$ cat src/rtl/arb_mux_n_pkg.sv
// Shared definitions for the arb_mux_n selector.
// Contents: mode encodings and the helper that sizes select/out_src from the channel count.
package arb_mux_n_pkg;

  localparam logic MODE_SEL = 1'b0;  // explicit select
  localparam logic MODE_RR  = 1'b1;  // round-robin among valid inputs

  // Index width for n channels; never narrower than one bit.
  function automatic int unsigned sel_w(input int unsigned n);
    return (n < 2) ? 1 : $clog2(n);
  endfunction

endpackage

$ cat src/rtl/arb_mux_n_rr.sv
// rr_arbiter_n: combinational round-robin priority encoder.
// Ports:
//   req         in   NUM_IN  request vector
//   last_grant  in   SEL_W   most recently served channel
//   grant       out  SEL_W   chosen channel (0 when nothing requests)
//   grant_valid out  1       at least one request was present
module rr_arbiter_n
  import arb_mux_n_pkg::*;
#(
  parameter  int unsigned NUM_IN = 3,
  localparam int unsigned SEL_W  = sel_w(NUM_IN)
) (
  input  logic [NUM_IN-1:0] req,
  input  logic [SEL_W-1:0]  last_grant,
  output logic [SEL_W-1:0]  grant,
  output logic              grant_valid
);

  // Two passes: channels at or below the pointer are the wrap-around
  // candidates; channels above the pointer have priority and overwrite them.
  // Each pass runs downward so the lowest matching index is the survivor.
  always_comb begin
    grant       = '0;
    grant_valid = 1'b0;
    for (int i = NUM_IN - 1; i >= 0; i--) begin
      if (req[i] && (SEL_W'(i) <= last_grant)) begin
        grant       = SEL_W'(i);
        grant_valid = 1'b1;
      end
    end
    for (int i = NUM_IN - 1; i >= 0; i--) begin
      if (req[i] && (SEL_W'(i) > last_grant)) begin
        grant       = SEL_W'(i);
        grant_valid = 1'b1;
      end
    end
  end

endmodule

$ cat src/rtl/arb_mux_n.sv
// arb_mux_n: N-input selector with a registered, back-pressurable output stage.
// Ports:
//   clk, rst    clock and synchronous active-high reset
//   mode        0 = explicit select, 1 = round-robin
//   select      channel index used in explicit mode
//   in_data     packed channels, channel i at [i*DATAWIDTH +: DATAWIDTH]
//   in_valid    per-channel valid
//   in_ready    per-channel ready (combinational, at most one bit high)
//   out_data    registered selected word
//   out_valid   out_data holds an unconsumed word
//   out_ready   consumer accepts the word
//   out_src     channel that produced out_data
//   sel_err     one-cycle pulse for an out-of-range explicit select with requests pending
module arb_mux_n
  import arb_mux_n_pkg::*;
#(
  parameter  int unsigned DATAWIDTH = 32,
  parameter  int unsigned NUM_IN    = 3,
  localparam int unsigned SEL_W     = sel_w(NUM_IN)
) (
  input  logic                        clk,
  input  logic                        rst,
  input  logic                        mode,
  input  logic [SEL_W-1:0]            select,
  input  logic [NUM_IN*DATAWIDTH-1:0] in_data,
  input  logic [NUM_IN-1:0]           in_valid,
  output logic [NUM_IN-1:0]           in_ready,
  output logic [DATAWIDTH-1:0]        out_data,
  output logic                        out_valid,
  input  logic                        out_ready,
  output logic [SEL_W-1:0]            out_src,
  output logic                        sel_err
);

  logic [SEL_W-1:0]     last_grant;
  logic [SEL_W-1:0]     rr_grant;
  logic                 rr_valid;
  logic [SEL_W-1:0]     grant;
  logic                 grant_valid;
  logic                 load_en;
  logic                 sel_legal;
  logic                 sel_req;
  logic                 xfer;
  logic                 sel_err_nxt;
  logic [DATAWIDTH-1:0] grant_data;

  rr_arbiter_n #(.NUM_IN(NUM_IN)) u_rr (
    .req         (in_valid),
    .last_grant  (last_grant),
    .grant       (rr_grant),
    .grant_valid (rr_valid)
  );

  assign load_en   = !out_valid || out_ready;
  assign sel_legal = 32'(select) < NUM_IN;

  // Request bit of the explicitly selected channel; 0 for out-of-range codes.
  always_comb begin
    sel_req = 1'b0;
    for (int i = 0; i < NUM_IN; i++) begin
      if (select == SEL_W'(i)) sel_req = in_valid[i];
    end
  end

  // Grant source depends on mode; explicit mode only grants a legal, requesting channel.
  always_comb begin
    if (mode == MODE_RR) begin
      grant       = rr_grant;
      grant_valid = rr_valid;
    end else begin
      grant       = select;
      grant_valid = sel_legal && sel_req;
    end
  end

  assign xfer        = load_en && grant_valid;
  assign sel_err_nxt = (mode == MODE_SEL) && !sel_legal && (|in_valid);

  // One-hot ready and data mux for the granted channel.
  always_comb begin
    in_ready   = '0;
    grant_data = '0;
    for (int i = 0; i < NUM_IN; i++) begin
      if (grant == SEL_W'(i)) begin
        in_ready[i] = xfer;
        grant_data  = in_data[i*DATAWIDTH +: DATAWIDTH];
      end
    end
  end

  // Output stage: load on transfer, clear on drain, hold on stall.
  always_ff @(posedge clk) begin
    if (rst) begin
      out_valid  <= 1'b0;
      out_data   <= '0;
      out_src    <= '0;
      sel_err    <= 1'b0;
      last_grant <= SEL_W'(NUM_IN - 1);
    end else begin
      sel_err <= sel_err_nxt;
      if (xfer) begin
        out_data  <= grant_data;
        out_src   <= grant;
        out_valid <= 1'b1;
        if (mode == MODE_RR) last_grant <= grant;
      end else if (out_ready) begin
        out_valid <= 1'b0;
      end
    end
  end

endmodule
$ cat config.mk
export PLATFORM = sky130hd
export DESIGN_NAME = arb_mux_n
export DESIGN_NICKNAME = d
export VERILOG_FILES = /design/src/rtl/arb_mux_n_pkg.sv /design/src/rtl/arb_mux_n_rr.sv /design/src/rtl/arb_mux_n.sv
export SDC_FILE = /design/constraint.sdc
export NUM_CORES = 1
export LEC_CHECK = 0
export BUFFER_PORTS_ARGS = -buffer_cell sky130_fd_sc_hd__buf_4
export CAP_MARGIN = 10
export CORE_MARGIN = 2
export CORE_UTILIZATION = 50
export CTS_BUF_LIST = sky130_fd_sc_hd__clkbuf_8
export DETAILED_ROUTE_END_ITERATION = 8
export GPL_TIMING_DRIVEN = 0
export PLACE_DENSITY = 0.88
export SYNTH_ARGS = -nofsm -noshare
export SYNTH_HDL_FRONTEND = slang
export SYNTH_SLANG_ARGS = --single-unit
export TNS_END_PERCENT = 50
$ cat constraint.sdc
create_clock -name clk -period 3.9 [get_ports clk]
set_input_delay 0.195 -clock clk [delete_from_list [all_inputs] [get_ports clk]]
set_output_delay 0.195 -clock clk [all_outputs]
set_load 0.02 [all_outputs]
==> qor.yml <==
sta:
  rsz0062_at_grt: "no"
  relSlewSlack: 0.515
  post-route-period-util: 0.533
  fmaxAchievable_mhz: 481
  finalSetupTns_ps: 0
  fin_crit_ps: 2080
  hold_viol_final: 0
  finClkSkew_ps: 12.7
  worst_pin_slew_ps: 728
  finalSetupViolations: 0
  final_max_slew_viol_count: 0
  worst_slack_ps: 1820
layout:
  diodes: 0
  fin_nets: 588
  layout_commonest_cell: "buf_4"
  n_fill_cell: 411
  final_cell_mix: "148 x buf_4, 42 x nand2_1, 38 x dfxtp_1"
  syn2layout_area_growth_pct: 46.7
  multiInputGateArea_sq_um: 1710
  regArea_sq_um: 761
  layout-drive-gt1-share: 0.390
die:
  rows: 26
  die_x_um: 77.7
  pin_count: 144
  initial_utilization: 0.525
  die_h_um: 77.7
  fp.coreArea_sq_um: 5170
  die_area_sq_um: 6040
worst_setup_path:
  cp.arrival_ps: 1880
  required_ps: 3700
  slowest_delay_ps: 430
  crit_type: "reg2out"
  critPathTopFamily: "compound AO/OA/AOI/OAI gates"
  crit_buf_inv: 2
  cp-start-kind: "register"
  worst_path_max_delay_cell: "dfxtp_1"
  path_cells: "o21ai_2 -> a31oi_2 -> buf_4 -> nor2_2 -> nor3_1 -> buf_4"
  worst-path-max-fanout: 10
  crit_top_cell: "buf_4"
  crit_path_end_kind: "output port"
synth:
  syn_avg_cell_area_sq_um: 8.13
  syn_inst: 334
  synthMuxAreaShare: 0
  synth_adder_area_share: 0
  synth_area_leaders: "dfxtp_1 28%, a21o_1 10%, a32o_1 6.6%"
  synth_compound_area_frac: 0.385
  yosys.area.top_type: "dfxtp_1"
  syn-num-nets: 439
  synth_top_family_by_area: "compound AO/OA/AOI/OAI gates"
  synth_edf_count: 0
  synth-seq-cells: 38
  synth_top_area_frac: 0.280
  synth_area_sq_um: 2720
  synth_flop_cell: "dfxtp_1"
  synth_seq_area_share: 0.280
  yosysUniqueCellTypes: 46
  async_flop_share: 0
  yosys.area_share.simple: 0.244
  yosysWarnings: 0
  synth-xor-area-share: 0
pwr:
  p_leak_uw: 0.00182
  p_seq_frac: 0.357
  power.share.combinational: 0.371
  netSwitchingFraction: 0.328
  power_density_nw_per_um2: 318
  p_clk_frac: 0.273
  intPower_uw: 850
  peakVddDrop_mv: 0.223
  power_switching_uw: 415
clock_tree:
  cts_tree: "built"
  cts-root-buf: "clkbuf_8"
  cts_buffers: 5
  clk_pin_slew_ps: 90
  clk_path_buf_depth: 2
  clk_latency_ps: 300
  cts_resized: 0
  holdBufCountCts: 0
  h-tree-depth: 2
  clock_sinks: 38
  cts_setup_buffers: 0
placed_design:
  gp_congestion: 0.852
  port_buffers: 142
  dp_hpwl_um: 6760
  dp_slack_ps: 2020
global_route:
  gr-total-overflow: 0
  antenna_found_initial: 0
  grt_max_degree: 14
  grt_pass1_vias: 3129
  grt_pass1_wl_um: 14200
  grtUsageTotal: 0.286
detailed_routing:
  drcViolationCount: 0
  dr.pass1.iters: 4
  drtIter0Drc: 205
  drt-vias-per-instance: 5.87
  detail-route-antenna-nets: 0
  routedWlPerCell_um: 16.1
  via_count: 3251
  drt_wl_total_um: 8910
worst_hold_path:
  min_path_type: "in2reg"
run_status:
  status: "complete, no violations"
job:
  maxCapViolations: 0
-- state kept, by name (all words and copies together) (netlist names) --
signal      cells
last_grant      2
out_data       32
out_src         2
out_valid       1
sel_err         1
-- stage by stage --
stage	power (uW)	cell area [sq um]	std cells	util	hold slack [ps]
floorplan	721	2720	334	-	374
global placement	914	3870	546	0.748	445
detailed placement	926	3870	546	0.748	448
CTS	1270	3980	554	0.770	157
global route	1330	3980	554	0.770	191
finish	1270	3980	554	0.770	160
-- final timing paths --
path                              startpoint                        end  slack, ps  depth (start not counted)
hold / removal                   in_data[38]   out_data[6]$_SDFFE_PP0P_        160                          3
hold reg to reg    out_data[31]$_SDFFE_PP0P_  out_data[31]$_SDFFE_PP0P_        460                          2
setup / recovery  last_grant[1]$_SDFFE_PP1P_                in_ready[0]       1820                          6
setup reg to reg  last_grant[1]$_SDFFE_PP1P_  out_data[31]$_SDFFE_PP0P_       2100                          6
-- per-layer routing --
metal | up-vias | wire (um) | share of wire | GRT usage
li1 | 1563 | - | - | -
met1 | 1525 | 3760 | 0.42 | 0.353
met2 | 149 | 4390 | 0.49 | 0.493
met3 | 14 | 650 | 0.073 | 0.0640
met4 | 0 | 118 | 0.013 | 0.0875
met5 | - | 0 | 0 | 0
-- power by group through the flow --
stage	Clock [uW]	Combinational, uW	Sequential [uW]
floorplan	0	215	506
global placement	0	456	458
detailed placement	0	466	459
CTS	351	468	451
global route	372	502	457
finish	345	469	451
-- area by class of cell --
| class | instances | area share |
|---|---|---|
| multi-input cells | 254 | 0.429 |
| repair buffers | 142 | 0.268 |
| flip-flops and latches | 38 | 0.191 |
| plain buffers | 34 | 0.0544 |
| well taps | 70 | 0.0220 |
| clock buffers | 5 | 0.0173 |
| clock inverters | 3 | 0.0113 |
| inverters | 8 | 0.00754 |
-- synthesized netlist by cell type (all sizes together), types with 2 or more instances --
master / instances
nand4: 19
nor2b: 3
buf: 26
nand3: 18
a21oi: 11
nor3: 4
o21a: 2
o21ai: 19
dfxtp: 38
or2b: 2
clkbuf: 8
o2bb2ai: 10
o22ai: 3
inv: 8
or2: 2
a311oi: 5
nor2: 13
a32oi: 9
and2: 2
nand2: 42
o32ai: 10
a21o: 37
nand2b: 16
a32o: 18
-- worst reg2reg max path: cells and delay by family, from the launching register on --
family	cells	cell delay (ps)
buffers and inverters	1	250
DFF	1	430
AOI/OAI and AO/OA	4	900
and+or+nand+nor	1	90
-- kinds of logic (layout without fill, tap and decap cells) --
kind of cell           Yosys count  after routing
flip-flops                      38             38
buffers and inverters           42            192
AND/OR/NAND/NOR                126            126
AO/OA/AOI/OAI                  128            128
(Power assumes the default switching activity.)
